--- src/rtl/adc_capture_pkg.sv ---
// Shared widths and FSM state type for the ADC capture controller.
package adc_capture_pkg;

  localparam int unsigned ADC_DATA_W = 14;
  localparam int unsigned NUM_W      = 16;
  localparam int unsigned DECIM_W    = 8;
  localparam int unsigned AVG_LOG2_W = 3;
  localparam int unsigned AVG_CNT_W  = 7;
  localparam int unsigned ACC_W      = 21;

  typedef enum logic [1:0] {
    ST_IDLE  = 2'd0,
    ST_RUN   = 2'd1,
    ST_DRAIN = 2'd2
  } state_t;

endpackage

--- src/rtl/adc_capture_fifo.sv ---
// Synchronous sample FIFO with a registered head; occupancy includes the output register.
module adc_capture_fifo
  import adc_capture_pkg::*;
#(
  parameter int unsigned DEPTH = 8
) (
  input  logic                  clk_i,
  input  logic                  reset_i,
  input  logic                  push_i,
  input  logic [ADC_DATA_W-1:0] data_i,
  input  logic                  pop_i,
  output logic [ADC_DATA_W-1:0] data_o,
  output logic                  valid_o,
  output logic                  full_c,
  output logic                  empty_c
);

  localparam int unsigned PTR_W = (DEPTH > 1) ? $clog2(DEPTH) : 1;
  localparam int unsigned CNT_W = $clog2(DEPTH) + 1;

  logic [ADC_DATA_W-1:0] mem [DEPTH];
  logic [PTR_W-1:0]      wr_ptr;
  logic [PTR_W-1:0]      rd_ptr;
  logic [CNT_W-1:0]      count;
  logic                  pop_ok;
  logic                  push_ok;
  logic                  mem_empty;
  logic                  load;

  always_comb begin
    pop_ok    = valid_o && pop_i;
    full_c    = (count == CNT_W'(DEPTH));
    empty_c   = (count == '0);
    push_ok   = push_i && (!full_c || pop_ok);
    mem_empty = (count == CNT_W'(valid_o));
    load      = !mem_empty && (!valid_o || pop_ok);
  end

  always_ff @(posedge clk_i) begin
    if (reset_i) begin
      wr_ptr  <= '0;
      rd_ptr  <= '0;
      count   <= '0;
      valid_o <= 1'b0;
      data_o  <= '0;
    end else begin
      if (push_ok) wr_ptr <= PTR_W'(wr_ptr + 1'b1);
      if (load) begin
        rd_ptr  <= PTR_W'(rd_ptr + 1'b1);
        data_o  <= mem[rd_ptr];
        valid_o <= 1'b1;
      end else if (pop_ok) begin
        valid_o <= 1'b0;
      end
      count <= CNT_W'(count + CNT_W'(push_ok) - CNT_W'(pop_ok));
    end
  end

  // Storage array carries no reset; only written entries are ever read.
  always_ff @(posedge clk_i) begin
    if (push_ok) mem[wr_ptr] <= data_i;
  end

endmodule

--- src/rtl/adc_capture_ctrl.sv ---
// ADC capture controller: decimation, optional averaging (ADC_CAPTURE_AVG_EN), FIFO output.
module adc_capture_ctrl
  import adc_capture_pkg::*;
#(
  parameter int unsigned FIFO_DEPTH = 8
) (
  input  logic                  clk_i,
  input  logic                  reset_i,
  input  logic                  start_i,
  input  logic                  stop_i,
  input  logic [NUM_W-1:0]      num_samples_i,
  input  logic [DECIM_W-1:0]    decim_i,
`ifdef ADC_CAPTURE_AVG_EN
  input  logic [AVG_LOG2_W-1:0] avg_log2_i,
`endif
  input  logic [ADC_DATA_W-1:0] adc_data_i,
  input  logic                  adc_rdy_i,
  output logic [ADC_DATA_W-1:0] sample_o,
  output logic                  sample_valid_o,
  input  logic                  sample_ready_i,
  output logic                  busy_o,
  output logic                  done_o,
  output logic                  overflow_o
);

  state_t                state;
  state_t                state_next;
  logic [NUM_W-1:0]      num_q;
  logic [DECIM_W-1:0]    decim_q;
  logic [DECIM_W-1:0]    dec_cnt;
  logic [NUM_W-1:0]      smp_cnt;
  logic                  rdy_run;
  logic                  accept;
  logic                  push_req;
  logic [ADC_DATA_W-1:0] push_data;
  logic                  pop;
  logic                  drop;
  logic                  last_sample;
  logic                  fifo_full;
  logic                  fifo_empty;
`ifdef ADC_CAPTURE_AVG_EN
  logic [AVG_LOG2_W-1:0] avg_q;
  logic [AVG_CNT_W-1:0]  avg_cnt;
  logic [AVG_CNT_W-1:0]  avg_last;
  logic [ACC_W-1:0]      acc_q;
  logic [ACC_W-1:0]      acc_sum;
`endif

  // Datapath decode: which conversion is kept and whether it produces a FIFO push.
  always_comb begin
    rdy_run = (state == ST_RUN) && adc_rdy_i;
    accept  = rdy_run && (dec_cnt == decim_q);
`ifdef ADC_CAPTURE_AVG_EN
    acc_sum   = acc_q + ACC_W'(adc_data_i);
    avg_last  = AVG_CNT_W'((8'd1 << avg_q) - 8'd1);
    push_req  = accept && (avg_cnt == avg_last);
    push_data = ADC_DATA_W'(acc_sum >> avg_q);
`else
    push_req  = accept;
    push_data = adc_data_i;
`endif
    pop         = sample_valid_o && sample_ready_i;
    drop        = push_req && fifo_full && !pop;
    last_sample = push_req && (num_q != '0) && (NUM_W'(smp_cnt + 1'b1) == num_q);
  end

  always_comb begin
    state_next = state;
    case (state)
      ST_IDLE:  if (start_i) state_next = ST_RUN;
      ST_RUN:   if (stop_i || last_sample) state_next = ST_DRAIN;
      ST_DRAIN: if (fifo_empty) state_next = ST_IDLE;
      default:  state_next = ST_IDLE;
    endcase
  end

  always_ff @(posedge clk_i) begin
    if (reset_i) begin
      state      <= ST_IDLE;
      num_q      <= '0;
      decim_q    <= '0;
      dec_cnt    <= '0;
      smp_cnt    <= '0;
      busy_o     <= 1'b0;
      done_o     <= 1'b0;
      overflow_o <= 1'b0;
`ifdef ADC_CAPTURE_AVG_EN
      avg_q      <= '0;
      avg_cnt    <= '0;
      acc_q      <= '0;
`endif
    end else begin
      state  <= state_next;
      busy_o <= (state_next != ST_IDLE);
      done_o <= (state == ST_DRAIN) && (state_next == ST_IDLE);
      if ((state == ST_IDLE) && start_i) begin
        num_q      <= num_samples_i;
        decim_q    <= decim_i;
        dec_cnt    <= '0;
        smp_cnt    <= '0;
        overflow_o <= 1'b0;
`ifdef ADC_CAPTURE_AVG_EN
        avg_q      <= avg_log2_i;
        avg_cnt    <= '0;
        acc_q      <= '0;
`endif
      end else begin
        if (rdy_run) dec_cnt <= accept ? '0 : DECIM_W'(dec_cnt + 1'b1);
        // Dropped samples still count toward the requested total.
        if (push_req) smp_cnt <= NUM_W'(smp_cnt + 1'b1);
        if (drop) overflow_o <= 1'b1;
`ifdef ADC_CAPTURE_AVG_EN
        if (accept) begin
          if (push_req) begin
            acc_q   <= '0;
            avg_cnt <= '0;
          end else begin
            acc_q   <= acc_sum;
            avg_cnt <= AVG_CNT_W'(avg_cnt + 1'b1);
          end
        end
        // An abort throws away any incomplete average.
        if ((state == ST_RUN) && stop_i) begin
          acc_q   <= '0;
          avg_cnt <= '0;
        end
`endif
      end
    end
  end

  adc_capture_fifo #(
    .DEPTH(FIFO_DEPTH)
  ) u_fifo (
    .clk_i   (clk_i),
    .reset_i (reset_i),
    .push_i  (push_req),
    .data_i  (push_data),
    .pop_i   (sample_ready_i),
    .data_o  (sample_o),
    .valid_o (sample_valid_o),
    .full_c  (fifo_full),
    .empty_c (fifo_empty)
  );

endmodule

--- config.mk ---
export PLATFORM = sky130hd
export DESIGN_NAME = adc_capture_ctrl
export DESIGN_NICKNAME = d
export VERILOG_FILES = /design/src/rtl/adc_capture_pkg.sv /design/src/rtl/adc_capture_fifo.sv /design/src/rtl/adc_capture_ctrl.sv
export SDC_FILE = /design/constraint.sdc
export NUM_CORES = 1
export LEC_CHECK = 0
export ABC_AREA = 1
export ABC_CLOCK_PERIOD_IN_PS = 2750
export CAP_MARGIN = 20
export CORE_MARGIN = 2
export CORE_UTILIZATION = 30
export DETAILED_ROUTE_END_ITERATION = 8
export DONT_BUFFER_PORTS = 1
export HOLD_SLACK_MARGIN = 0.15
export PLACE_DENSITY = 0.45
export SYNTH_ARGS = -nofsm -noshare
export SYNTH_HDL_FRONTEND = slang
export SYNTH_SLANG_ARGS = --single-unit
--- constraint.sdc ---
create_clock -name clk_i -period 2.75 [get_ports clk_i]
set_clock_uncertainty 0.05 [all_clocks]
set_input_delay 0.6875 -clock clk_i [delete_from_list [all_inputs] [get_ports clk_i]]
set_output_delay 0.6875 -clock clk_i [all_outputs]
set_load 0.005 [all_outputs]
==> results.json <==
{
  "drt_iter0_drc": 455,
  "clk_latency_ns": 0.46,
  "htree_levels": 4,
  "dr.pass1.iters": 5,
  "io_pins": 62,
  "hold_ws_ns": 0.250,
  "n_antenna_cell": 0,
  "r2r_start": "dec_cnt[6]$_SDFFE_PP0P_",
  "r2r_end": "u_fifo.mem[1][0]$_DFFE_PP_",
  "p_total_mw": 7.73,
  "start_kind": "register",
  "crit_fanout": 8,
  "hpwlAfterDp_um": 14100,
  "finalSetupViolCount": 0,
  "viasPerCell": 4.83,
  "ir_drop_mv": 0.457,
  "postRouteAntennaNets": 0,
  "final_cell_mix": "nand2_1 (133), edfxtp_1 (112), nor2_1 (109)",
  "grt-ovfl-total": 0,
  "synth_cell_types": 35,
  "finalCritPeriodShare": 0.848,
  "syn_avg_cell_area_um2": 9.60,
  "route.final.wire_length_um": 20700,
  "nFillCells": 2703,
  "portBuffers": 0,
  "drive_gt1_frac": 0.0926,
  "nets": 917,
  "worstMarginPinSlew_ns": 0.791,
  "root_buffer": "clkbuf_16",
  "regArea_um2": 4930,
  "reg2reg_slack_ns": 0.42,
  "endpoint_kind": "register",
  "slew_viol_final": 0,
  "crit_arrival_ns": 2.43,
  "grt_max_degree": 59,
  "hold_viol_final": 0,
  "rows": 60,
  "layout_commonest_cell": "nand2_1",
  "leakage_nw": 3.31,
  "cp-endpoint": "u_fifo.mem[1][0]$_DFFE_PP_",
  "cts_tree": "yes",
  "setup-tns-final_ns": 0,
  "cts_buffers": 17,
  "crit_type": "register to register",
  "ys_seq_elements": 190,
  "multi_input_area_um2": 2790,
  "die_w_um": 169,
  "seq_area_frac_synth": 0.605,
  "maxCapViolCount": 0,
  "cts.sinks": 190,
  "r2r_cells": 9,
  "clk_path_buf_depth": 2,
  "vias": 5872,
  "status": "complete, no violations",
  "syn_nets": 903,
  "syn-cell-area_um2": 8140,
  "die_h_um": 169,
  "drcViolationCount": 0,
  "max_freq_mhz": 429,
  "p_per_area_nw_per_um2": 829,
  "clkTransAtPathRegs_ns": 0.08,
  "initial_core_util": 0.304,
  "required_ns": 2.85,
  "synthCells": 848,
  "gp_congestion": 0.753,
  "relSlewSlack": 0.472,
  "hold_path_class": "input pin to register",
  "rsz0062_at_grt": "false",
  "startpoint": "dec_cnt[6]$_SDFFE_PP0P_",
  "yosysWarnings": 0,
  "wire_per_inst_um": 17.0,
  "min_period_ns": 2.33,
  "core-area_um2": 26800,
  "fp.dieArea_um2": 28500,
  "grt_pass1_wl_um": 32900,
  "grt_pass1_vias": 5850,
  "antenna_found_initial": 0,
  "worstHoldStart": "reset_i",
  "grt_util_all_layers": 0.152,
  "syn2layout_area_growth_pct": 14.5
}
## timing repair
action | in CTS | in global routing
hold buffers | 0 | 0
buffers inserted | 0 | 0
gates resized for setup | 0 | 2
endpoints found under the setup margin | 0 | 12
endpoints found under the hold margin | 0 | 0
## cells in the mapped netlist (all sizes together)
cell | instances | area, um^2
ha | 10 | 125
a21oi | 48 | 244
a211oi | 1 | 7.51
nand4 | 16 | 100
nand3b | 1 | 7.51
xnor3 | 2 | 45.0
nor2 | 120 | 488
xor2 | 9 | 78.8
o22ai | 14 | 87.6
nor4 | 2 | 12.5
buf | 6 | 30.0
clkbuf | 30 | 113
o21a | 1 | 7.51
a22o | 3 | 26.3
dfxtp | 78 | 1560
and2 | 1 | 6.26
o21ai | 101 | 505
fa | 1 | 20.0
o31ai | 2 | 15.0
o221ai | 14 | 123
nand2 | 136 | 518
edfxtp | 112 | 3360
inv | 76 | 285
xnor2 | 2 | 17.5
nor3 | 4 | 20.0
nand3 | 43 | 220
nor3b | 1 | 7.51
o211ai | 14 | 105
## flip-flops by register name, summed over array words and instances, names as in the netlist
signal and flops:
done_o 1, u_fifo.mem 112, u_fifo.valid_o 1, busy_o 1
num_q 16, u_fifo.wr_ptr 3, smp_cnt 16, state 2
dec_cnt 8, u_fifo.count 4, overflow_o 1, decim_q 8
u_fifo.rd_ptr 3, u_fifo.data_o 14
## kinds of logic (layout without fill, tap and decap cells)
family | Yosys count | in the layout | share of synthesized area
fa+ha+maj | 11 | 11 | 0.0178
xor+xnor | 13 | 13 | 0.0174
buf+inv | 112 | 139 | 0.0526
compound gates | 198 | 198 | 0.138
flops | 190 | 190 | 0.605
simple gates | 324 | 324 | 0.170
## how the worst min path moves through the flow
stage,cells past startpoint,slack [ns],end
2_1_floorplan,2,0.39,decim_q[0]$_SDFFE_PP0P_
3_3_place_gp,2,0.41,decim_q[7]$_SDFFE_PP0P_
3_5_place_dp,2,0.41,decim_q[4]$_SDFFE_PP0P_
4_1_cts,1,0.23,state[1]$_SDFF_PP0_
5_1_grt,1,0.23,state[1]$_SDFF_PP0_
6_report,1,0.25,state[1]$_SDFF_PP0_
## critical path: stages, from the launching register on
cell	delay, ns
dfxtp_1	0.39
inv_1	0.07
nand2_1	0.05
nand2_1	0.07
nor4_1	0.39
nand2_1	0.17
nor2_2	0.22
nand2_1	0.18
nor2_2	0.23
buf_4	0.22
## power by group
group / internal (mW) / leakage [nW] / switching, mW
logic: 0.546 / 1.35 / 1.17
clock network: 1.29 / 0.311 / 1.37
registers: 3.21 / 1.65 / 0.145
## layout make-up
cell class / instances / share of cell area
flip-flops and latches: 190 / 0.528
clock inverters: 15 / 0.0238
well taps: 341 / 0.0458
repair buffers: 31 / 0.0263
inverters: 76 / 0.0306
clock buffers: 17 / 0.0456
multi-input cells: 546 / 0.300
## stage by stage
step           worst slack (ns)  cells  utilization  cell area (um^2)
2_1_floorplan             0.236    848            -              8140
3_3_place_gp              0.190   1184        0.324              8670
3_5_place_dp              0.167   1184        0.324              8670
4_1_cts                   0.150   1216        0.348              9320
5_1_grt                   0.107   1216        0.348              9320
6_report                  0.419   1216        0.348              9320
## metal layers
layer	up-vias	wire, um	GRT usage	part of all wire
li1	2976	-	-	-
met1	2797	10200	0.210	0.50
met2	85	9570	0.244	0.46
met3	14	638	0.0267	0.031
met4	0	217	0.0491	0.011
met5	-	0	0	0
Power figures use the tool's default switching activity.
